## config.mk

```make
export PLATFORM = sky130hd
export DESIGN_NAME = sdram_burst_arbiter
export DESIGN_NICKNAME = d
export VERILOG_FILES = /design/src/rtl/sdram_arb_pkg.sv /design/src/rtl/sdram_burst_arbiter_rr_arb2.sv /design/src/rtl/sdram_burst_arbiter.sv
export SDC_FILE = /design/constraint.sdc
export NUM_CORES = 1
export LEC_CHECK = 0
export CORE_ASPECT_RATIO = 0.5
export CORE_MARGIN = 2
export CORE_UTILIZATION = 37
export DETAILED_ROUTE_END_ITERATION = 8
export GPL_TIMING_DRIVEN = 1
export PLACE_DENSITY = 0.9
export SYNTH_ARGS = -nofsm -noshare
export SYNTH_HDL_FRONTEND = slang
export SYNTH_SLANG_ARGS = --single-unit
export TNS_END_PERCENT = 50
```

## constraint.sdc

```tcl
create_clock -name clk -period 3.85 [get_ports clk]
set_input_delay 0.77 -clock clk [delete_from_list [all_inputs] [get_ports clk]]
set_output_delay 0.77 -clock clk [all_outputs]
set_load 0.02 [all_outputs]
```

## src/rtl/sdram_arb_pkg.sv

```systemverilog
// Shared types and constants for the two-master SDRAM burst arbiter.
// State encoding and master indices are used by both the arbiter and its round-robin picker.
package sdram_arb_pkg;

    typedef enum logic [1:0] {
        ST_IDLE    = 2'd0,
        ST_RD_BUSY = 2'd1,
        ST_WR_BUSY = 2'd2,
        ST_GAP     = 2'd3
    } state_t;

    localparam logic M0 = 1'b0;
    localparam logic M1 = 1'b1;

endpackage

```

## src/rtl/sdram_burst_arbiter_rr_arb2.sv

```systemverilog
// Two-request round-robin picker. This block is purely combinational.
// The priority pointer is held in a register in the parent module.
import sdram_arb_pkg::*;

module rr_arb2 (
    input  logic [1:0] req,
    input  logic       rr_ptr,
    output logic       valid,
    output logic       winner
);

    always_comb begin
        valid = |req;
        if (req[M0] && req[M1]) begin
            winner = rr_ptr;
        end else if (req[M1]) begin
            winner = M1;
        end else begin
            winner = M0;
        end
    end

endmodule

```

## src/rtl/sdram_burst_arbiter.sv

```systemverilog
// Grants the single sdram_core burst port to one of two client masters, one burst at a time.
// Masters take turns in round-robin order, and within a master a write wins over a read.
import sdram_arb_pkg::*;

module sdram_burst_arbiter #(
    parameter int MEM_DATA_BITS = 16,
    parameter int ADDR_BITS     = 24,
    parameter int BURST_BITS    = 10
) (
    input  logic                       clk,
    input  logic                       rst_n,

    input  logic [1:0]                 m_rd_burst_req,
    input  logic [2*BURST_BITS-1:0]    m_rd_burst_len,
    input  logic [2*ADDR_BITS-1:0]     m_rd_burst_addr,
    output logic [1:0]                 m_rd_burst_data_valid,
    output logic [MEM_DATA_BITS-1:0]   m_rd_burst_data,
    output logic [1:0]                 m_rd_burst_finish,

    input  logic [1:0]                 m_wr_burst_req,
    input  logic [2*BURST_BITS-1:0]    m_wr_burst_len,
    input  logic [2*ADDR_BITS-1:0]     m_wr_burst_addr,
    output logic [1:0]                 m_wr_burst_data_req,
    input  logic [2*MEM_DATA_BITS-1:0] m_wr_burst_data,
    output logic [1:0]                 m_wr_burst_finish,

    output logic                       rd_burst_req,
    output logic [BURST_BITS-1:0]      rd_burst_len,
    output logic [ADDR_BITS-1:0]       rd_burst_addr,
    input  logic                       rd_burst_data_valid,
    input  logic [MEM_DATA_BITS-1:0]   rd_burst_data,
    input  logic                       rd_burst_finish,

    output logic                       wr_burst_req,
    output logic [BURST_BITS-1:0]      wr_burst_len,
    output logic [ADDR_BITS-1:0]       wr_burst_addr,
    output logic [MEM_DATA_BITS-1:0]   wr_burst_data,
    input  logic                       wr_burst_data_req,
    input  logic                       wr_burst_finish,

    output logic                       grant_id,
    output logic                       busy
);

    state_t                 state;
    logic                   rr_ptr;
    logic [1:0]             cand;
    logic                   any_req;
    logic                   winner;
    logic [BURST_BITS-1:0]  sel_rd_len, sel_wr_len;
    logic [ADDR_BITS-1:0]   sel_rd_addr, sel_wr_addr;

    assign cand = m_rd_burst_req | m_wr_burst_req;

    rr_arb2 u_rr_arb2 (
        .req    (cand),
        .rr_ptr (rr_ptr),
        .valid  (any_req),
        .winner (winner)
    );

    assign sel_rd_len  = winner ? m_rd_burst_len[2*BURST_BITS-1:BURST_BITS] : m_rd_burst_len[BURST_BITS-1:0];
    assign sel_wr_len  = winner ? m_wr_burst_len[2*BURST_BITS-1:BURST_BITS] : m_wr_burst_len[BURST_BITS-1:0];
    assign sel_rd_addr = winner ? m_rd_burst_addr[2*ADDR_BITS-1:ADDR_BITS]  : m_rd_burst_addr[ADDR_BITS-1:0];
    assign sel_wr_addr = winner ? m_wr_burst_addr[2*ADDR_BITS-1:ADDR_BITS]  : m_wr_burst_addr[ADDR_BITS-1:0];

    // NOTE: the reset is sampled inside the clocked block, so it is synchronous.
    // Every register is cleared here, and all state updates use <=.
    always_ff @(posedge clk) begin
        if (!rst_n) begin
            state         <= ST_IDLE;
            rr_ptr        <= M0;
            grant_id      <= M0;
            busy          <= 1'b0;
            rd_burst_req  <= 1'b0;
            rd_burst_len  <= '0;
            rd_burst_addr <= '0;
            wr_burst_req  <= 1'b0;
            wr_burst_len  <= '0;
            wr_burst_addr <= '0;
        end else begin
            case (state)
                ST_IDLE: begin
                    if (any_req) begin
                        grant_id <= winner;
                        busy     <= 1'b1;
                        if (m_wr_burst_req[winner]) begin
                            wr_burst_req  <= 1'b1;
                            wr_burst_len  <= sel_wr_len;
                            wr_burst_addr <= sel_wr_addr;
                            state         <= ST_WR_BUSY;
                        end else begin
                            rd_burst_req  <= 1'b1;
                            rd_burst_len  <= sel_rd_len;
                            rd_burst_addr <= sel_rd_addr;
                            state         <= ST_RD_BUSY;
                        end
                    end
                end
                ST_RD_BUSY: begin
                    if (rd_burst_finish) begin
                        rd_burst_req <= 1'b0;
                        busy         <= 1'b0;
                        rr_ptr       <= ~grant_id;
                        state        <= ST_GAP;
                    end
                end
                ST_WR_BUSY: begin
                    if (wr_burst_finish) begin
                        wr_burst_req <= 1'b0;
                        busy         <= 1'b0;
                        rr_ptr       <= ~grant_id;
                        state        <= ST_GAP;
                    end
                end
                // The GAP cycle stops a request that is still high in the finish cycle from being granted again.
                ST_GAP:  state <= ST_IDLE;
                default: state <= ST_IDLE;
            endcase
        end
    end

    // Core responses are routed only while a burst of the matching type is in progress.
    // As a result, a stray finish or a mistyped finish never reaches a client.
    always_comb begin
        // NOTE: every output gets a default before any conditional assignment, so no latches are inferred.
        m_rd_burst_data_valid = '0;
        m_rd_burst_finish     = '0;
        m_wr_burst_data_req   = '0;
        m_wr_burst_finish     = '0;
        wr_burst_data         = '0;
        m_rd_burst_data       = rd_burst_data;
        if (state == ST_RD_BUSY) begin
            m_rd_burst_data_valid[grant_id] = rd_burst_data_valid;
            m_rd_burst_finish[grant_id]     = rd_burst_finish;
        end
        if (state == ST_WR_BUSY) begin
            m_wr_burst_data_req[grant_id] = wr_burst_data_req;
            m_wr_burst_finish[grant_id]   = wr_burst_finish;
            wr_burst_data = grant_id ? m_wr_burst_data[2*MEM_DATA_BITS-1:MEM_DATA_BITS]
                                     : m_wr_burst_data[MEM_DATA_BITS-1:0];
        end
    end

endmodule

```

==> results.md <==
* Hold slack at 0.491 ns
* Initial antenna violation count at 0
* Max Fanout on Critical Path at 24
* Period utilization at 0.813
* Layout cells sized above 1 at 0.0864
* Hold depth at 2
* Hold-fix buffers, CTS at 0
* Worst EP arrival at 2.36 ns
* Status: finished, final reports clean
* Hold Crit Class: reg -> reg
* Worst Tran Pin Value at 0.956 ns
* Largest net degree at the start of global routing at 72
* Critical Path Start Type: register
* Clk_lat worst skew at 0.32 ns
* Post-synth top cells: 142 x nand2_1, 75 x dfxtp_1, 37 x a21oi_1
* Ys Warns at 0
* Vias in the first global route at 4,614
* Global Route Usage Sum at 0.241
* H-tree Lvls at 3
* Synthesized flop and latch total at 75
* R2R Setup Slk at 1.56 ns
* Leak pwr at 2.63 nW
* Die X at 152 um
* Max VDD drop at roughly 0.39 mV
* Worst R2R Start: state[1]
* Drt pass-1 iters at 5
* FILL cells at 822
* WHS Endpoint: rd_burst_req
* Clk slew on worst S/H paths at around 0.06 ns
* Nets at 934
* Chip height at about 78 um
* CTS tree: built
* Sequential element share of the synthesized area at 0.370
* Max Slew Vio Count at 0
* Worst Setup End Kind: primary output
* First-pass GRT wire length at 23.6 mm
* Dpl hpwl at 11.1 mm
* Synthesized instance count at between 500 and 600
* Post-CTS sizing at 0
* Yosys cell types at 40
* Syn avg cell area at 8.04 um2
* Worst clock skew at 0.00486 ns
* Remaining global-route overflow at 0
* Post-synth EDFFs at 0
* Pwr Density at roughly 680 mW/mm2
* IO Count at just over 300
* Row Count at 26
* Routed WL at between 15 and 20 mm
* Post-Synthesis Cell Area at approximately 0.004 mm2
* Die area at 0.0119 mm2
* Area grow syn2layout at 74.2%
* Initial Util at 0.389
* Ys flop type: dfxtp_1
* Worst hold start: rd_burst_req
* Period minus WS final at roughly 3.1 ns
* Post-layout util at 0.678
* DR vias/cell at around 5.2
* Worst-case reg-to-reg path depth at 7
* Global placer's final weighted congestion at about 0.85
* ANT nets after route at 0
* Clock buffer depth at 2
* Clock sink count at between 70 and 80
* Routed WL per cell at 17.2 um
* Yosys top cell by area: dfxtp_1
* Post-synth ARST share at 0
* TNS Setup at 0 ns
* Port bufs at 273
* Diodes inserted at 0
* Core area at 0.0104 mm2
* Final-report hold violation count at 0
* Origin of the worst setup path: state[0]
* Setup CP Type: reg -> out
* Num CTS Buffers at 9
* Vias at about 4,600
* Worst EP required at ~3.1 ns
* Total of max-cap violations at 0
* Unrepaired setup endpoints after global routing: no
* Endpoints failing setup at 0
* FF-to-FF End: rd_burst_req
* Worst slew margin at 0.362
* Top area cells in the synthesized netlist: dfxtp_1 37%, nand2_1 13%, a311oi_2 11%
* CTS root buf: clkbuf_16
* Iteration-0 DRC Markers at 352
* Fmax at about 320 MHz
* Cell with the most instances after synthesis: nand2_1
* Residual DRC at 0
* Setup Buffers After CTS at 0
* Yosys top cell area share at 0.370
* Syn_nets at roughly 700
-- power breakdown --
group,leakage (nW),internal [W],switching [W]
Combinational,1.83,0.00114,0.00145
Sequential,0.620,0.00105,0.000166
Clock,0.180,0.000699,0.000329
Total,2.63,0.00290,0.00194
-- worst max path at each step --
stage	endpoint	slack [ns]	cells past startpoint
5_1_grt	wr_burst_data[14]	0.63	4
6_report	wr_burst_data[14]	0.72	4
2_1_floorplan	wr_burst_data[10]	1.47	4
3_3_place_gp	wr_burst_data[14]	0.92	4
4_1_cts	wr_burst_data[4]	0.74	4
3_5_place_dp	rd_burst_addr[5]	0.89	5
-- through the flow --
stage / power, W / instances / setup WS, ns / instance area (um2)
after floorplan: 0.00277 / 505 / 1.47 / 4060
after global placement: 0.00374 / 865 / 0.922 / 6710
after detailed placement: 0.00380 / 865 / 0.888 / 6710
after CTS: 0.00485 / 881 / 0.735 / 7080
after global routing: 0.00510 / 881 / 0.626 / 7080
final: 0.00484 / 881 / 0.719 / 7080
-- routing by layer --
metal	up-vias	GRT usage	part of all wire
li1	2228	-	-
met1	2161	0.281	0.40
met2	176	0.433	0.51
met3	41	0.0574	0.056
met4	0	0.0963	0.033
met5	-	0	0
-- kinds of logic after synthesis --
family / count (synthesis) / share of synthesized area
fa+ha+maj: 4 / 0.0123
flops: 75 / 0.370
simple gates: 185 / 0.197
compound gates: 155 / 0.290
mux: 16 / 0.0394
buf+inv: 70 / 0.0912
-- registers in the layout, indices dropped and copies added (netlist names) --
signal and flops:
rd_burst_req 1, state 2, rr_ptr 1, wr_burst_req 1
wr_burst_len 10, grant_id 1, rd_burst_addr 24, wr_burst_addr 24
rd_burst_len 10, busy 1
-- placed cells by master (no fill, tap or decap), types with 2 or more instances in the layout --
cell / count
a211oi_1: 2
a21oi_1: 37
a22oi_1: 2
a311oi_1: 5
a311oi_2: 30
a31oi_1: 36
and3_1: 8
buf_4: 10
bufinv_16: 4
clkbuf_16: 9
clkdlybuf4s50_1: 273
clkinv_2: 2
dfxtp_1: 75
ha_1: 4
inv_1: 6
mux2i_1: 16
nand2_1: 141
nor2_1: 4
nor2b_1: 19
nor3_1: 2
o21ai_0: 35
-- critical path: stages, from the launching register on --
cell and delay [ns]:
dfxtp_1 0.34, inv_1 0.09, ha_1 0.60, nor2b_1 0.35, clkdlybuf4s50_1 0.66
-- layout make-up --
cell class                 count  area, um2  area share
timing repair buffer         283       2810       0.397
multi-input combinational    360       2200       0.311
sequential                    75       1500       0.212
clock buffer                   9        225      0.0318
tap                          140        175      0.0248
clock inverter                 7        139      0.0196
inverter                       7       26.3     0.00371
Power figures use the tool's default switching activity.
